### src/rtl/tx_arbiter.sv
// ---------------------------------------------------------------------------------------------
// tx_arbiter
// Shares one TxUnit between N_REQ requesters. Requests are served round-robin starting after
// the last requester that owned the TxUnit. Each granted frame is launched with tx_start, then
// the arbiter waits for tx_done, or abandons the frame after TIMEOUT_CYCLES cycles. Every output
// comes straight from a flop.
//
// Ports
//   system_clk   in   single clock, rising edge
//   reset        in   asynchronous, active-high
//   req_valid    in   [N_REQ]     per-requester frame request (held until req_ack)
//   req_data     in   [8*N_REQ]   requester i byte at [8i+7:8i]
//   req_parity   in   [2*N_REQ]   requester i parity mode at [2i+1:2i]
//   req_baud     in   [2*N_REQ]   requester i baud config at [2i+1:2i]
//   req_ack      out  [N_REQ]     one-cycle pulse: request accepted, data latched
//   req_done     out  [N_REQ]     one-cycle pulse: frame completed normally
//   tx_start     out              TxUnit start_send
//   tx_data      out  [8]         TxUnit input_data
//   tx_parity    out  [2]         TxUnit parity_mode
//   tx_baud      out  [2]         TxUnit baud_config
//   tx_busy      in               TxUnit is_transmitting
//   tx_done      in               TxUnit transmission_done
//   grant_id     out  [3]         requester currently owning the TxUnit
//   busy         out              high whenever the arbiter is not idle
//   timeout_err  out              one-cycle pulse when a frame is abandoned
// ---------------------------------------------------------------------------------------------
module tx_arbiter #(
    parameter int unsigned N_REQ          = 4,
    parameter int unsigned TIMEOUT_CYCLES = 200000
) (
    input  logic                 system_clk,
    input  logic                 reset,
    input  logic [N_REQ-1:0]     req_valid,
    input  logic [8*N_REQ-1:0]   req_data,
    input  logic [2*N_REQ-1:0]   req_parity,
    input  logic [2*N_REQ-1:0]   req_baud,
    output logic [N_REQ-1:0]     req_ack,
    output logic [N_REQ-1:0]     req_done,
    output logic                 tx_start,
    output logic [7:0]           tx_data,
    output logic [1:0]           tx_parity,
    output logic [1:0]           tx_baud,
    input  logic                 tx_busy,
    input  logic                 tx_done,
    output logic [2:0]           grant_id,
    output logic                 busy,
    output logic                 timeout_err
);

    typedef enum logic [1:0] {
        StIdle,
        StStart,
        StWaitDone,
        StRelease
    } state_e;

    localparam logic [23:0] TimeoutLast = 24'(TIMEOUT_CYCLES - 1);
    localparam logic [2:0]  LastInit    = 3'(N_REQ - 1);

    state_e             r_state, w_state_next;
    logic [2:0]         r_last_grant, w_last_grant_next;
    logic [23:0]        r_cnt, w_cnt_next;
    logic [N_REQ-1:0]   r_req_ack, w_req_ack_next;
    logic [N_REQ-1:0]   r_req_done, w_req_done_next;
    logic               r_tx_start, w_tx_start_next;
    logic [7:0]         r_tx_data, w_tx_data_next;
    logic [1:0]         r_tx_parity, w_tx_parity_next;
    logic [1:0]         r_tx_baud, w_tx_baud_next;
    logic [2:0]         r_grant_id, w_grant_id_next;
    logic               r_busy, w_busy_next;
    logic               r_timeout_err, w_timeout_err_next;

    // Round-robin pick
    logic               w_found_hi, w_found_lo;
    logic [2:0]         w_sel_hi, w_sel_lo, w_sel;
    logic [N_REQ-1:0]   w_sel_onehot, w_grant_onehot;
    logic [7:0]         w_sel_data;
    logic [1:0]         w_sel_parity, w_sel_baud;
    logic               w_timeout_hit;

    // Lowest valid index above last_grant wins; if there is none, wrap to the lowest valid index.
    always_comb begin
        w_found_hi = 1'b0;
        w_found_lo = 1'b0;
        w_sel_hi   = 3'd0;
        w_sel_lo   = 3'd0;
        for (int unsigned i = 0; i < N_REQ; i++) begin
            if (req_valid[i] && !w_found_lo) begin
                w_found_lo = 1'b1;
                w_sel_lo   = 3'(i);
            end
            if (req_valid[i] && (3'(i) > r_last_grant) && !w_found_hi) begin
                w_found_hi = 1'b1;
                w_sel_hi   = 3'(i);
            end
        end
        w_sel = w_found_hi ? w_sel_hi : w_sel_lo;
    end

    always_comb begin
        w_sel_onehot   = '0;
        w_grant_onehot = '0;
        w_sel_data     = 8'd0;
        w_sel_parity   = 2'd0;
        w_sel_baud     = 2'd0;
        for (int unsigned i = 0; i < N_REQ; i++) begin
            w_sel_onehot[i]   = (3'(i) == w_sel);
            w_grant_onehot[i] = (3'(i) == r_grant_id);
            if (3'(i) == w_sel) begin
                w_sel_data   = req_data[8*i +: 8];
                w_sel_parity = req_parity[2*i +: 2];
                w_sel_baud   = req_baud[2*i +: 2];
            end
        end
    end

    assign w_timeout_hit = (r_cnt == TimeoutLast);

    // Next-state and registered-output logic
    always_comb begin
        w_state_next       = r_state;
        w_last_grant_next  = r_last_grant;
        w_cnt_next         = r_cnt;
        w_req_ack_next     = '0;
        w_req_done_next    = '0;
        w_tx_start_next    = 1'b0;
        w_tx_data_next     = r_tx_data;
        w_tx_parity_next   = r_tx_parity;
        w_tx_baud_next     = r_tx_baud;
        w_grant_id_next    = r_grant_id;
        w_timeout_err_next = 1'b0;

        unique case (r_state)
            StIdle: begin
                if (w_found_lo) begin
                    w_state_next     = StStart;
                    w_req_ack_next   = w_sel_onehot;
                    w_tx_start_next  = 1'b1;
                    w_tx_data_next   = w_sel_data;
                    w_tx_parity_next = w_sel_parity;
                    w_tx_baud_next   = w_sel_baud;
                    w_grant_id_next  = w_sel;
                    w_cnt_next       = 24'd0;
                end
            end
            StStart: begin
                w_cnt_next = r_cnt + 24'd1;
                if (w_timeout_hit) begin
                    w_timeout_err_next = 1'b1;
                    w_last_grant_next  = r_grant_id;
                    w_state_next       = StRelease;
                end else if (tx_busy) begin
                    w_state_next = StWaitDone;
                end else begin
                    w_tx_start_next = 1'b1;
                end
            end
            StWaitDone: begin
                w_cnt_next = r_cnt + 24'd1;
                // A done arriving on the last counted cycle still counts as a normal completion.
                if (tx_done) begin
                    w_req_done_next   = w_grant_onehot;
                    w_last_grant_next = r_grant_id;
                    w_state_next      = StRelease;
                end else if (w_timeout_hit) begin
                    w_timeout_err_next = 1'b1;
                    w_last_grant_next  = r_grant_id;
                    w_state_next       = StRelease;
                end
            end
            StRelease: begin
                if (!tx_busy && !tx_done) begin
                    w_state_next = StIdle;
                end
            end
            default: begin
                w_state_next = StIdle;
            end
        endcase

        w_busy_next = (w_state_next != StIdle);
    end

    always_ff @(posedge system_clk or posedge reset) begin
        if (reset) begin
            r_state       <= StIdle;
            r_last_grant  <= LastInit;
            r_cnt         <= 24'd0;
            r_req_ack     <= '0;
            r_req_done    <= '0;
            r_tx_start    <= 1'b0;
            r_tx_data     <= 8'd0;
            r_tx_parity   <= 2'd0;
            r_tx_baud     <= 2'd0;
            r_grant_id    <= 3'd0;
            r_busy        <= 1'b0;
            r_timeout_err <= 1'b0;
        end else begin
            r_state       <= w_state_next;
            r_last_grant  <= w_last_grant_next;
            r_cnt         <= w_cnt_next;
            r_req_ack     <= w_req_ack_next;
            r_req_done    <= w_req_done_next;
            r_tx_start    <= w_tx_start_next;
            r_tx_data     <= w_tx_data_next;
            r_tx_parity   <= w_tx_parity_next;
            r_tx_baud     <= w_tx_baud_next;
            r_grant_id    <= w_grant_id_next;
            r_busy        <= w_busy_next;
            r_timeout_err <= w_timeout_err_next;
        end
    end

    assign req_ack     = r_req_ack;
    assign req_done    = r_req_done;
    assign tx_start    = r_tx_start;
    assign tx_data     = r_tx_data;
    assign tx_parity   = r_tx_parity;
    assign tx_baud     = r_tx_baud;
    assign grant_id    = r_grant_id;
    assign busy        = r_busy;
    assign timeout_err = r_timeout_err;

endmodule

### config.mk
export PLATFORM = sky130hd
export DESIGN_NAME = tx_arbiter
export DESIGN_NICKNAME = d
export VERILOG_FILES = /design/src/rtl/tx_arbiter.sv
export SDC_FILE = /design/constraint.sdc
export NUM_CORES = 1
export LEC_CHECK = 0
export BUFFER_PORTS_ARGS = -buffer_cell sky130_fd_sc_hd__buf_4
export CAP_MARGIN = 5
export CORE_MARGIN = 1
export CORE_UTILIZATION = 40
export DETAILED_ROUTE_END_ITERATION = 6
export PLACE_DENSITY = 0.66
export SLEW_MARGIN = 0
export SYNTH_ARGS = -nofsm -noshare
export SYNTH_HDL_FRONTEND = slang
export SYNTH_SLANG_ARGS = --single-unit
### constraint.sdc
create_clock -name system_clk -period 2.1 [get_ports system_clk]
set_input_delay 0 -clock system_clk [delete_from_list [all_inputs] [get_ports system_clk]]
set_output_delay 0 -clock system_clk [all_outputs]
set_load 0.02 [all_outputs]
# --- Word-level counts from Yosys, hierarchy flattened ---
# Index checks and enable logic that the tools add are counted.
op_classes:
  muxes: 50
  reduce_logical: 28
  n_addsub: 1
  eq_ne: 11
  order_cmp: 4
op_table:
  columns: ["operator", "n"]
  rows:
  - ["one-hot mux 24 bit (2 select lines)", 1]
  - ["two-way mux 8 bit", 4]
  - ["two-way mux 2 bit", 14]
  - ["adder 24 x 1 -> 24 bit, second input constant", 1]
  - ["equality test 24 x 18 -> 1 bit, second input constant", 1]
  - ["two-way mux 24 bit", 1]
  - ["two-way mux 3 bit", 7]
  - ["two-way mux 4 bit", 4]
  - ["two-way mux 1 bit", 15]
  - ["equality test 2 x 3 -> 1 bit, first input constant", 4]
  - ["logical AND 1 bit", 11]
  - ["logical NOT 1 bit", 8]
  - ["one-hot mux 2 bit (4 select lines)", 1]
  - ["equality test 1 x 3 -> 1 bit, first input constant", 2]
  - ["greater-than comparator 1 x 3 -> 1 bit, first input constant", 2]
  - ["greater-than comparator 2 x 3 -> 1 bit, first input constant", 2]
  - ["logical NOT 3 bit", 2]
  - ["one-hot mux 3 bit (2 select lines)", 1]
  - ["nonzero test 2 bit", 3]
  - ["equality test 2 bit, second input constant", 2]
  - ["one-hot mux 1 bit (2 select lines)", 2]
  - ["AND reduction 2 bit", 2]
  - ["equality test 2 x 1 -> 1 bit, second input constant", 1]
  - ["logical NOT 2 bit", 1]
  - ["2 further kinds", 2]
word_totals:
  ff_bits: 55
  output_inout_bits: 26
  word_cells: 106
  in_bits: 56

# --- Longest topological paths before layout ---
depth:
  depth_word: 18
  ltp_mapped: 8
  mapped_depth_nobuf: 7

# --- Worst setup path before layout ---
# OpenSTA, ideal clock, no wires.
synth_timing:
  path_type: "reg-to-reg"
  startpoint: "register r_state[0]"
  endpoint: "register r_cnt[22]"
  required_ns: 2.022
  path_buffers: 1
  setup_slack_ns: 0.110
  synth_period_minus_slack_ns: 1.990
  t_arrival_ns: 1.912
  path_stages_with_launch: 9
  setup_time_ns: 0.078
  cell_sequence: "dfrtp_1 -> inv_1 -> ha_1 -> buf_4 -> nand2b_1 -> a211oi_4 -> nand2_2 -> or3_1 -> a21oi_1"
synth_between:
  elab_chain_cells: 4
  word_cells_on_any_way: 8
  classes_between: "eq/ne (3); mux (1); reduce/logical (4)"
synth_rtl:
  columns: ["item", "line", "source"]
  rows:
  - ["from (decl)", "60", "state_e r_state, w_state_next;"]
  - ["from (signal assigned)", "186", "r_state <= StIdle;"]
  - ["from (signal assigned)", "199", "r_state <= w_state_next;"]
  - ["equality test 2 bit or equality test 2 x 1 -> 1 bit (tied branches)", "133", "unique case (r_state)"]
  - ["OR reduction 2 bit (no line)", null, null]
  - ["nonzero test 2 bit (no line)", null, null]
  - ["AND reduction 2 bit (no line)", null, null]
  - ["to (signal assigned)", "201", "r_cnt <= w_cnt_next;"]
  - ["to (decl)", "62", "logic [23:0] r_cnt, w_cnt_next;"]
# Parallel ways exist; a longest one is shown, timed or not.
# A chain may end at the register's enable or synchronous reset.

# --- Worst setup path after layout ---
layout_timing:
  startpoint: "register r_last_grant[0]"
  endpoint: "register r_tx_data[3] (netlist: tx_data[3])"
layout_between:
  elab_chain_cells: 18
  word_cells_on_any_way: 30
  classes_between: "order compare (4); eq/ne (3); mux (12); reduce/logical (11)"
layout_rtl:
  columns: ["item", "line", "source"]
  rows:
  - ["from (decl)", "61", "logic [2:0] r_last_grant, w_last_grant_next;"]
  - ["from (signal assigned)", "187", "r_last_grant <= LastInit;"]
  - ["from (signal assigned)", "200", "r_last_grant <= w_last_grant_next;"]
  - ["greater-than comparator 1 x 3 -> 1 bit", "92", "if (req_valid[i] && (3'(i) > r_last_grant) && !w_found_hi) begin"]
  - ["logical AND 1 bit", "92", null]
  - ["two-way mux 1 bit", "92", null]
  - ["logical NOT 1 bit", "92", null]
  - ["logical AND 1 bit", "92", null]
  - ["two-way mux 1 bit", "92", null]
  - ["logical NOT 1 bit", "92", null]
  - ["logical AND 1 bit", "92", null]
  - ["two-way mux 1 bit", "92", null]
  - ["logical NOT 1 bit", "92", null]
  - ["logical AND 1 bit", "92", null]
  - ["two-way mux 3 bit or two-way mux 1 bit (tied branches)", "92", null]
  - ["two-way mux 3 bit (*)", "97", "w_sel = w_found_hi ? w_sel_hi : w_sel_lo;"]
  - ["logical NOT 3 bit", "109", "if (3'(i) == w_sel) begin"]
  - ["two-way mux 8 bit (3 in series)", "109", null]
  - ["two-way mux 8 bit (*)", "109", null]
  - ["to (signal assigned)", "205", "r_tx_data <= w_tx_data_next;"]
  - ["to (decl)", "66", "logic [7:0] r_tx_data, w_tx_data_next;"]
# Mark *: on every way between the ends. The rest lies on a longest branch, timed or not.

==> load_flow_metrics.sql <==
INSERT INTO impl_metrics (metric_group, metric, value, unit) VALUES
('finish', 'layout.filler_cells', '674', ''),
('synth', 'yosys-top-cells-count', 'sky130_fd_sc_hd__dfrtp_1, sky130_fd_sc_hd__nor2_1, sky130_fd_sc_hd__nand2_1', ''),
('detailed_routing', 'remaining_number_of_nets_flagged_by_the_antenna_check_after_routing', '0', ''),
('timing', 'tns', '0', 'ps'),
('synth', 'post-synth-top-area-fraction', '43.2', '%'),
('grt', 'antenna_found_initial', '0', ''),
('timing', 'timing.hold.ws', '12.0', 'ps'),
('pwr', 'p_seq_share', '34.5', '%'),
('pwr', 'intPower', '0.00254', 'W'),
('place', 'preCtsSetupSlack', '110', 'ps'),
('cts', 'cts_setup_buffers', '0', ''),
('grt', 'grt_max_degree', '55', ''),
('finish', 'finalCoreUtilization', '56.1', '%'),
('die', 'die_h', '88.7', 'um'),
('die', 'floorplan.io_pins', '82', ''),
('cts', 'tritoncts', 'yes', ''),
('timing', 'finalSetupViolCount', '0', ''),
('synth', 'yosysUniqueCellTypes', '61', ''),
('worst_hold_path', 'hp-class', 'in2reg', ''),
('critical_path', 'worst-endpoint-arrival', '2220', 'ps'),
('detailed_routing', 'drt-total-wl', '7420', 'um'),
('cts', 'clkLatencyLatePin', '310', 'ps'),
('detailed_routing', 'first_iter_violations', '115', ''),
('cts', 'clk_path_buf_depth', '2', ''),
('timing', 'postLayoutSetupSlackWorst', '73.7', 'ps'),
('synth', 'netlist_instances', '303', ''),
('timing', 'final.setup_skew', '13.9', 'ps'),
('detailed_routing', 'post_route_m1_wl', '3310', 'um'),
('timing', 'hold_violations', '0', ''),
('timing', 'post-route-period-util', '96.5', '%'),
('synth', 'synth_enable_flop_cells', '0', ''),
('place', 'detailedPlacementHpwl', '5310', 'um'),
('outcome', 'run_status', 'finished, final reports clean', ''),
('die', 'floorplan.initialDensity', '41.5', '%'),
('critical_path', 'timing_worst_setup_path_type', 'reg2reg', ''),
('synth', 'synthesis.area', '3010', 'um2'),
('grt', 'gr-usage-all-layers', '19.4', '%'),
('critical_path', 'startpoint_class_of_the_critical_path', 'flip-flop', ''),
('synth', 'async_reset_ff_share', '100', '%'),
('critical_path', 'crit_path_max_fanout', '10', ''),
('synth', 'postSynth.topFlopCell', 'sky130_fd_sc_hd__dfrtp_1', ''),
('finish', 'antenna-diode-count', '0', ''),
('detailed_routing', 'detail_route.vias_per_cell', '5.32', ''),
('cts', 'clk_root_buffer_cell', 'sky130_fd_sc_hd__clkbuf_8', ''),
('critical_path', 'data_required_time_of_the_worst_path', '2300', 'ps'),
('grt', 'globalRouteOverflowTotal', '0', ''),
('synth', 'cell_accounting_for_the_most_synthesized_area', 'sky130_fd_sc_hd__dfrtp_1', ''),
('timing', 'period_minus_slack', '2030', 'ps'),
('flow_run', 'maximum_capacitance_violations', '0', ''),
('detailed_routing', 'highest_routing_layer_actually_used', 'met4', ''),
('synth', 'synth_area_per_cell', '9.93', 'um2'),
('cts', 'htree_levels', '2', ''),
('pwr', 'peakVddDrop', '628', 'uV'),
('place', 'routabilityCongestion', '0.881', ''),
('cts', 'cts-buffers-inserted', '5', ''),
('cts', 'cts_sinks', '54', ''),
('pwr', 'switching_power', '0.00184', 'W'),
('timing', 'finalMaxSlewViolations', '0', ''),
('detailed_routing', 'detailroute.wirelength.met3', '229', 'um'),
('die', 'die-width', '88.7', 'um'),
('grt', 'first_global_vias', '2621', ''),
('die', 'rows', '31', ''),
('pwr', 'power.clock.fraction', '14.0', '%'),
('pwr', 'powerDensity', '1080', 'nW/um2'),
('cts', 'path_clk_slew', '110', 'ps'),
('pwr', 'share_comb_of_total_power', '51.5', '%'),
('grt', 'grt_pass1_wl', '12000', 'um'),
('pwr', 'power', '0.00438', 'W'),
('critical_path', 'critical_path.endpoint_type', 'flip-flop', ''),
('synth', 'syn-num-nets', '364', ''),
('place', 'port-buffer-count', '80', '');
-- flip-flops by register name, indices dropped and copies added (netlist names), 2 cells and up --
signal and flops:
r_last_grant 3, req_done 4, req_ack 4, tx_parity 2
tx_baud 2, r_state 2, r_cnt 24, tx_data 8
grant_id 2
-- final timing paths --
path                                        startpoint  slack (ps)  cells past startpoint                          end
min reg2reg                     tx_data[4]$_DFFE_PP0P_         510                      2       tx_data[4]$_DFFE_PP0P_
max                        r_last_grant[0]$_DFFE_PP1P_          70                      6       tx_data[3]$_DFFE_PP0P_
min in group asynchronous                        reset         290                      4       tx_data[6]$_DFFE_PP0P_
min                                      req_parity[4]          10                      3     tx_parity[0]$_DFFE_PP0P_
max in group asynchronous                        reset        1530                      4  r_last_grant[1]$_DFFE_PP1P_
max reg2reg                r_last_grant[0]$_DFFE_PP1P_          70                      6       tx_data[3]$_DFFE_PP0P_
-- routing by layer --
metal  up-vias  track usage [%]
li1       1322                -
met1      1320             25.6
met2        60             33.1
met3        13             3.36
met4         0             4.69
met5         -                0
-- power by group through the flow --
stage | sequential, W | clock, W | combinational [W]
3_5_place_dp | 0.00153 | 0 | 0.00222
4_1_cts | 0.00151 | 0.000631 | 0.00225
6_report | 0.00151 | 0.000613 | 0.00225
5_1_grt | 0.00155 | 0.000675 | 0.00244
3_3_place_gp | 0.00152 | 0 | 0.00219
2_1_floorplan | 0.00169 | 0 | 0.00126
-- stage by stage --
step,instances,instance area (um2)
3_3_place_gp,484,3790
3_5_place_dp,484,3790
2_1_floorplan,303,3010
6_report,510,4070
5_1_grt,510,4070
4_1_cts,509,4060
-- cell families after synthesis --
group	count (synthesis)	synth area share [%]
simple gates	114	20.1
xor+xnor	18	5.24
compound gates	72	19.1
other cells	1	0.125
fa+ha+maj	5	2.08
buf+inv	29	4.41
mux	10	3.91
flops	54	45.0
-- critical path: stages, from the launching register on --
cell and delay (ps):
sky130_fd_sc_hd__dfstp_2 400, sky130_fd_sc_hd__nand2b_2 220, sky130_fd_sc_hd__o31a_1 310, sky130_fd_sc_hd__a32oi_1 270, sky130_fd_sc_hd__buf_12 190, sky130_fd_sc_hd__mux2_4 300, sky130_fd_sc_hd__o221a_1 200
-- area by class of cell --
| type | count | area, um2 | area share [%] |
|---|---|---|---|
| clock inverter | 3 | 25.0 | 0.615 |
| multi-input combinational | 220 | 1520 | 37.5 |
| tap | 99 | 124 | 3.05 |
| inverter | 18 | 67.6 | 1.66 |
| clock buffer | 5 | 68.8 | 1.69 |
| timing repair buffer | 111 | 903 | 22.2 |
| sequential | 54 | 1350 | 33.3 |
-- cell usage in the layout (no fill, tap or decap), types with 6 or more instances in the layout --
| cell type | instances |
|---|---|
| sky130_fd_sc_hd__buf_4 | 91 |
| sky130_fd_sc_hd__dfrtp_1 | 52 |
| sky130_fd_sc_hd__nor2_1 | 28 |
| sky130_fd_sc_hd__nand2_1 | 24 |
| sky130_fd_sc_hd__dlygate4sd3_1 | 18 |
| sky130_fd_sc_hd__inv_1 | 17 |
| sky130_fd_sc_hd__xor2_1 | 16 |
| sky130_fd_sc_hd__nand3_1 | 13 |
| sky130_fd_sc_hd__nand4_1 | 11 |
| sky130_fd_sc_hd__o21ai_0 | 11 |
| sky130_fd_sc_hd__a21oi_1 | 9 |
| sky130_fd_sc_hd__o221ai_1 | 7 |
| sky130_fd_sc_hd__a32oi_1 | 6 |
-- repair_timing --
item | 4_1_cts | 5_1_grt
endpoints found under the setup margin | 0 | 3
resized for setup | 0 | 1
hold buffers | 17 | 1
endpoints found under the hold margin | 63 | 1
Note: power is estimated with default switching activity, not from simulation.
